**src/rtl/snake_step_ctrl.sv**
```systemverilog
// Snake head stepping controller.
// Each accepted game tick moves the head one cell in the latched direction.
// The playfield wraps at its edges like a torus. The new head is offered to
// the body/collision logic over a valid/ready handshake. A requested
// 180-degree reversal is filtered out. A tick that arrives while a step is
// still unacknowledged is dropped and reported with a one-cycle overrun pulse.
module snake_step_ctrl #(
  parameter int GRID_W  = 40,
  parameter int GRID_H  = 30,
  parameter int XW      = 6,
  parameter int YW      = 5,
  parameter int START_X = 20,
  parameter int START_Y = 15
) (
  input  logic          clk,
  input  logic          rst,
  input  logic          tick,
  input  logic          enable,
  input  logic [1:0]    dir_req,
  input  logic          dir_req_valid,
  output logic [XW-1:0] head_x,
  output logic [YW-1:0] head_y,
  output logic [1:0]    dir_cur,
  output logic          step_valid,
  input  logic          step_ready,
  output logic [15:0]   step_count,
  output logic          overrun
);

  localparam logic [1:0] DIR_UP    = 2'b00;
  localparam logic [1:0] DIR_RIGHT = 2'b01;
  localparam logic [1:0] DIR_DOWN  = 2'b10;
  localparam logic [1:0] DIR_LEFT  = 2'b11;

  localparam logic [XW-1:0] X_MAX   = XW'(GRID_W - 1);
  localparam logic [YW-1:0] Y_MAX   = YW'(GRID_H - 1);
  localparam logic [XW-1:0] X_START = XW'(START_X);
  localparam logic [YW-1:0] Y_START = YW'(START_Y);

  typedef enum logic [1:0] {
    IDLE = 2'b00,
    RUN  = 2'b01,
    PEND = 2'b10
  } state_t;

  state_t        state;
  logic [1:0]    dir_next;
  logic [XW-1:0] step_x;
  logic [YW-1:0] step_y;
  logic          dir_accept;

  // Wrapping increment/decrement helpers keep the head inside the playfield.
  function automatic logic [XW-1:0] x_inc(input logic [XW-1:0] x);
    return (x == X_MAX) ? '0 : x + XW'(1);
  endfunction

  function automatic logic [XW-1:0] x_dec(input logic [XW-1:0] x);
    return (x == '0) ? X_MAX : x - XW'(1);
  endfunction

  function automatic logic [YW-1:0] y_inc(input logic [YW-1:0] y);
    return (y == Y_MAX) ? '0 : y + YW'(1);
  endfunction

  function automatic logic [YW-1:0] y_dec(input logic [YW-1:0] y);
    return (y == '0) ? Y_MAX : y - YW'(1);
  endfunction

  // Candidate next head: the current head moved one cell along dir_next.
  always_comb begin
    step_x = head_x;
    step_y = head_y;
    case (dir_next)
      DIR_UP:    step_y = y_dec(head_y);
      DIR_RIGHT: step_x = x_inc(head_x);
      DIR_DOWN:  step_y = y_inc(head_y);
      DIR_LEFT:  step_x = x_dec(head_x);
      default:   ;
    endcase
  end

  // A request is accepted unless it points straight back along the last step.
  assign dir_accept = dir_req_valid && (dir_req != (dir_cur ^ 2'b10));

  // Control FSM with registered head, direction, handshake and status outputs.
  always_ff @(posedge clk or posedge rst) begin
    if (rst) begin
      state      <= IDLE;
      head_x     <= X_START;
      head_y     <= Y_START;
      dir_cur    <= DIR_RIGHT;
      dir_next   <= DIR_RIGHT;
      step_valid <= 1'b0;
      step_count <= '0;
      overrun    <= 1'b0;
    end else begin
      overrun <= 1'b0;
      if (dir_accept) begin
        dir_next <= dir_req;
      end
      case (state)
        IDLE: begin
          if (enable) begin
            state <= RUN;
          end
        end
        RUN: begin
          if (!enable) begin
            state <= IDLE;
          end else if (tick) begin
            head_x     <= step_x;
            head_y     <= step_y;
            dir_cur    <= dir_next;
            step_valid <= 1'b1;
            state      <= PEND;
          end
        end
        PEND: begin
          if (step_ready) begin
            step_count <= step_count + 16'd1;
            if (tick) begin
              // Back-to-back step: the tick is accepted on the handshake edge.
              head_x  <= step_x;
              head_y  <= step_y;
              dir_cur <= dir_next;
            end else begin
              step_valid <= 1'b0;
              state      <= enable ? RUN : IDLE;
            end
          end else if (tick) begin
            overrun <= 1'b1;
          end
        end
        default: begin
          state      <= IDLE;
          step_valid <= 1'b0;
        end
      endcase
    end
  end

endmodule

```
**config.mk**
```make
export PLATFORM = sky130hd
export DESIGN_NAME = snake_step_ctrl
export DESIGN_NICKNAME = d
export VERILOG_FILES = /design/src/rtl/snake_step_ctrl.sv
export SDC_FILE = /design/constraint.sdc
export NUM_CORES = 1
export LEC_CHECK = 0
export BUFFER_PORTS_ARGS = -buffer_cell sky130_fd_sc_hd__clkbuf_2
export CORE_ASPECT_RATIO = 1.25
export CORE_MARGIN = 8
export CORE_UTILIZATION = 40
export CTS_CLUSTER_SIZE = 10
export DETAILED_ROUTE_END_ITERATION = 16
export PLACE_DENSITY_LB_ADDON = 0.08
export SLEW_MARGIN = 20
export SYNTH_ARGS = -nofsm -noshare
export SYNTH_HDL_FRONTEND = slang
export SYNTH_SLANG_ARGS = --single-unit
```
**constraint.sdc**
```tcl
create_clock -name clk -period 2.3 [get_ports clk]
set_clock_uncertainty 0.15 [all_clocks]
set_input_delay 0.115 -clock clk [delete_from_list [all_inputs] [get_ports clk]]
set_output_delay 0.115 -clock clk [all_outputs]
set_load 0.05 [all_outputs]
```
# After elaboration in Yosys (flattened, before gate mapping)
# Cells that the tools add are included.
classes:
  n_eq_ne: 14
  n_addsub: 5
  n_reduce_logical: 10
  muxes: 33
  bitwise: 2
op_table:
  columns: ["op", "n"]
  rows:
  - ["6-bit 2-to-1 mux", 5]
  - ["5-bit 2-to-1 mux", 5]
  - ["6-bit one-hot mux with 2 select lines", 2]
  - ["5-bit one-hot mux with 2 select lines", 2]
  - ["16-bit by 1-bit adder with 16-bit output (second input constant)", 1]
  - ["2-bit 2-to-1 mux", 8]
  - ["2-bit != test (second input constant)", 5]
  - ["1-bit 2-to-1 mux", 8]
  - ["6-bit by 1-bit adder with 6-bit output (second input constant)", 1]
  - ["2-bit == test (second input constant)", 3]
  - ["6-bit == test (second input constant)", 1]
  - ["6-bit logical NOT", 1]
  - ["2-bit one-hot mux with 3 select lines", 1]
  - ["6-bit by 1-bit subtractor with 6-bit output (second input constant)", 1]
  - ["5-bit by 1-bit adder with 5-bit output (second input constant)", 1]
  - ["5-bit == test (second input constant)", 1]
  - ["5-bit logical NOT", 1]
  - ["5-bit AND reduction", 1]
  - ["5-bit by 1-bit subtractor with 5-bit output (second input constant)", 1]
  - ["2-bit by 1-bit == test with 1-bit output (second input constant)", 2]
  - ["2-bit logical NOT", 2]
  - ["2-bit one-hot mux with 2 select lines", 1]
  - ["4-bit AND reduction", 1]
  - ["3-bit != test (second input constant)", 1]
  - ["7 further kinds", 8]
word_totals:
  input_bits: 8
  output_inout_bits: 31
  regBits: 35

# Logic depth before layout (Yosys ltp)
depth:
  ltp_word: 6
  ltp_mapped: 7
  ltp_nobuf: 6

# Worst setup path before layout
# No wires, ideal clock.
synth_path:
  path_type: "reg-to-reg"
  startpoint: "register head_y[1]"
  endpoint: "register head_y[3]"
  path_stages_with_launch: 6
  setup_slack_ps: 375
  n_path_buf: 0
  t_required_ps: 2064
  setup_ps: 86
  arrival_time_ps: 1689
  cell_sequence: "dfstp_2 -> inv_1 -> ha_1 -> a311o_1 -> a32oi_1 -> o22ai_1"
synth_via:
  elab_chain_len: 6
  elab_cells_between_ends: 11
  cone_classes: "2 x add/sub; 1 x eq/ne; 7 x mux; 1 x reduce/logical"
synth_lines:
  columns: ["item", "line_no", "source"]
  rows:
  - ["start, declared", "22", "output logic [YW-1:0] head_y,"]
  - ["start signal, assigned", "112", "head_y <= step_y;"]
  - ["start signal, assigned", "124", "head_y <= step_y;"]
  - ["5-bit by 1-bit adder with 5-bit output, or another cell as far along", "62", "return (y == Y_MAX) ? '0 : y + YW'(1);"]
  - ["5-bit 2-to-1 mux (on tied branches)", "62, 66", null]
  - ["5-bit one-hot mux with 2 select lines (*)", "73", "case (dir_next)"]
  - ["5-bit 2-to-1 mux (*)", "110, 121", null]
  - ["5-bit 2-to-1 mux (on tied branches)", "119, 108", null]
  - ["5-bit one-hot mux with 2 select lines (*)", "101", "case (state)"]
# Mark *: on every way between the ends. The rest lies on a longest branch, timed or not. The select of a mux whose other input is x is not followed.
# A chain may end at the register's enable or synchronous reset.

# Worst setup path in the final report
layout_path:
  startpoint: "register state[0]"
  endpoint: "register head_x[2]"
layout_via:
  elab_chain_len: 3
  elab_cells_between_ends: 7
  cone_classes: "4 x eq/ne; 1 x mux; 2 x reduce/logical"
layout_lines:
  columns: ["item", "line_no", "source"]
  rows:
  - ["start, declared", "46", "state_t state;"]
  - ["start signal, assigned", "128", "state <= enable ? RUN : IDLE;"]
  - ["2-bit == test / 2-bit by 1-bit == test with 1-bit output (equally long branches)", "101", null]
  - ["2-bit != test (no line) / 2-bit nonzero test (equally long branches)", null, null]
  - ["3-bit AND reduction (no line)", null, null]
  - ["end signal, assigned", "111", "head_x <= step_x;"]
  - ["end signal, assigned", "123", "head_x <= step_x;"]
  - ["end, declared", "21", "output logic [XW-1:0] head_x,"]
# Several ways; a longest one is shown, not always the timed one.

==> impl_metrics.csv <==
group,metric,value,unit
final_layout,syn2layout_area_growth,18.5,%
clocking,htreeDepth,2,
timing,slew_headroom,0.672,
worst_setup_path,r2r_slack,420,ps
global_routing,grt_max_degree,36,
worst_hold_path,worstHoldPathType,"input pin to register",
global_routing,antenna_found_initial,0,
worst_setup_path,reg2reg_from,"state[0]",
timing,finalMaxSlewViolations,0,
global_routing,grt_use_total,0.123,
worst_setup_path,max_stage_delay,400,ps
timing,finalCriticalPeriod,1880,ps
yosys,synth_cells,221,
yosys,synth_top_family_by_area,"simple AND/OR/NAND/NOR gates",
yosys,synth_mux_area_frac,0.0299,
power,leakagePower,1.16,nW
worst_hold_path,hold_depth,3,
yosys,synth_edf_count,0,
detailed_routing,viasPerCell,5.43,
detailed_routing,firstDrtPassIters,4,
timing,setup_ws,422,ps
worst_setup_path,path_cells,"inv_1 -> ha_1 -> nand2b_1 -> nand4_1 -> buf_4 -> a211o_1 -> a22oi_2",
final_layout,final_cell_area,0.00253,mm2
place,gp_congestion,0.788,
yosys,synth-compound-area-share,0.173,
timing,hold_slack,42.9,ps
yosys,ys_seq_elements,35,
worst_hold_path,hold_path_end,"step_count[0]",
yosys,synth.area.top_cells,"dfrtp_1 32%, dfstp_2 9.9%, ha_1 6.5%",
clocking,cts_resized,0,
place,dpl-instance-area,0.00238,mm2
timing,period_share,0.816,
detailed_routing,antenna_left,0,
worst_setup_path,required,2370,ps
global_routing,overflow,0,
yosys,synth_simple_gate_area_share,0.189,
detailed_routing,drc,0,
worst_setup_path,worstPathMaxFanout,12,
yosys,ys_seq_area_frac,0.415,
yosys,synth.distinct_cells,55,
worst_setup_path,worstSetupEndpointType,"register",
detailed_routing,vias,1802,
yosys,ys_async_sr_fraction,1.00,
outcome,status,"completed",
yosys,synth-main-ff-cell,"dfrtp_1",
clocking,cts-root-buf,"clkbuf_8",
timing,tightest_slew,492,ps
timing,hold_viol_final,0,
detailed_routing,drtIter0Drc,55,
place,dpl.hpwl,3500,um
worst_setup_path,critPathLaunchType,"register",
yosys,synth_warnings,0,
yosys,synth_top_area_cell,"dfrtp_1",
yosys,synth-xor-area-share,0.0739,
timing,rsz0062_at_grt,"no",
place,pre_cts_ws,428,ps
yosys,synth_most_common_cell,"dfrtp_1",
worst_setup_path,critPathBufInv,2,
die,die_x,81.3,um
die,core,0.00512,mm2
global_routing,grt_pass1_vias,1752,
die,initial_core_util,0.417,
worst_setup_path,reg2reg_to,"head_x[2]",
worst_setup_path,cp_slowest_cell,"dfrtp_1",
yosys,synth_top_area_frac,0.317,
clocking,clk_pin_slew,70,ps
yosys,netlist_area,0.00213,mm2
detailed_routing,wire_per_inst,14.4,um
clocking,worstSkewPairLatency,290,ps
timing,setup_violations,0,
yosys,syn_avg_cell_area,9.65,um2
die,io_pins,39,
yosys,synth_fa_ha_area_frac,0.0646,
clocking,cts_buffer_depth,2,
clocking,cts_buffers,5,
yosys,syn_nets,240,
final_layout,nets,288,
worst_hold_path,hp-start,"step_ready",
detailed_routing,finalWirelength,4780,um
yosys,synth_commonest_cells,"27 x dfrtp_1, 21 x inv_1, 16 x nor2_1",
die,placementRows,29,
place,portBuffers,38,
power,cellPowerDensity,1310,mW/mm2
timing,max_freq,0.533,GHz
worst_setup_path,worst-setup-path-type,"register to register",
worst_setup_path,cp.arrival,1940,ps
final_layout,diodes,0,
timing,fin_setup_tns,0,ps
clocking,tritoncts,"yes",
worst_setup_path,ff2ff_path_depth,7,
die,die_h,97.6,um
worst_setup_path,cp_top_family,"compound AO/OA/AOI/OAI gates",
place,dpl.cell_count,318,
global_routing,grt_pass1_wl,7960,um
power,max-vdd-ir-drop,0.670,mV
final_layout,layout-drive-gt1-share,0.267,
run,cap_violations,0,
die,die-area,0.00794,mm2
clocking,cts_sinks,35,
final_layout,fin_cells,332,
==> where the power goes <==
group          switching [W]  internal (W)  total (W)
registers           0.000301      0.000849    0.00115
logic                0.00112      0.000592    0.00171
clock network       0.000239      0.000211   0.000450
==> cells by family after synthesis <==
logic type / count (synthesis)
and+or+nand+nor: 72
xor gates and xnor gates: 18
AOI/OAI and AO/OA: 53
DFF: 35
adders and majority gates: 11
muxes: 6
buffers and inverters: 26
==> layout make-up <==
type	instances	area (um2)
Multi-Input combinational cell	160	1130
Tap cell	62	77.6
Sequential cell	35	886
Clock buffer	5	68.8
Inverter	21	78.8
Clock inverter	3	20.0
Fill cell	515	2590
Timing Repair Buffer	46	265
==> stage by stage <==
stage	power (W)	utilization
3_5_place_dp	0.00287	0.465
4_1_cts	0.00334	0.494
5_1_grt	0.00356	0.494
6_report	0.00331	0.494
2_1_floorplan	0.00250	-
3_3_place_gp	0.00287	0.465
==> how the worst max path moves through the flow <==
stage | startpoint | end | cells after the start
finish | state[0] | head_x[2] | 7
global placement | state[0] | step_count[14] | 6
floorplan | head_y[1] | head_y[3] | 5
CTS | state[0] | step_count[14] | 6
global route | state[0] | head_x[2] | 7
detailed placement | state[0] | step_count[14] | 6
==> sequential cells by signal (all words and copies together) (netlist names) <==
name	count
dir_cur	2
head_x	6
state	2
head_y	5
step_count	16
overrun	1
dir_next	2
step_valid	1
==> placed cells by master (no fill, tap or decap), types with 6 or more instances in the layout <==
cell,Yosys,routed
dlygate4sd3_1,0,6
o21ai_0,8,8
nand2_1,11,11
dfrtp_1,27,27
nand3_1,8,8
nand4_1,8,8
a21oi_1,14,14
dfstp_2,8,8
nor2_1,16,16
inv_1,21,21
xnor2_1,13,13
ha_1,11,11
clkbuf_2,0,38
==> worst register-to-register path: cells and delay by family (launching register included) <==
family | cells | cell delay, ps
buf+inv | 2 | 270
simple gates | 2 | 290
fa+ha+maj | 1 | 280
compound gates | 2 | 420
flops | 1 | 400
==> routing by layer <==
metal  up-vias  track usage  share of wire
met5         -            0              0
met4         0       0.0483          0.012
met3         5       0.0269          0.042
met2        27        0.208           0.50
met1       885        0.143           0.44
li1        885            -              -
==> timing repair <==
item,CTS,global route
hold buffers,6,0
hold endpoints to repair,31,0
setup buffers,0,0
No activity file was read; power rests on OpenSTA's default activity.
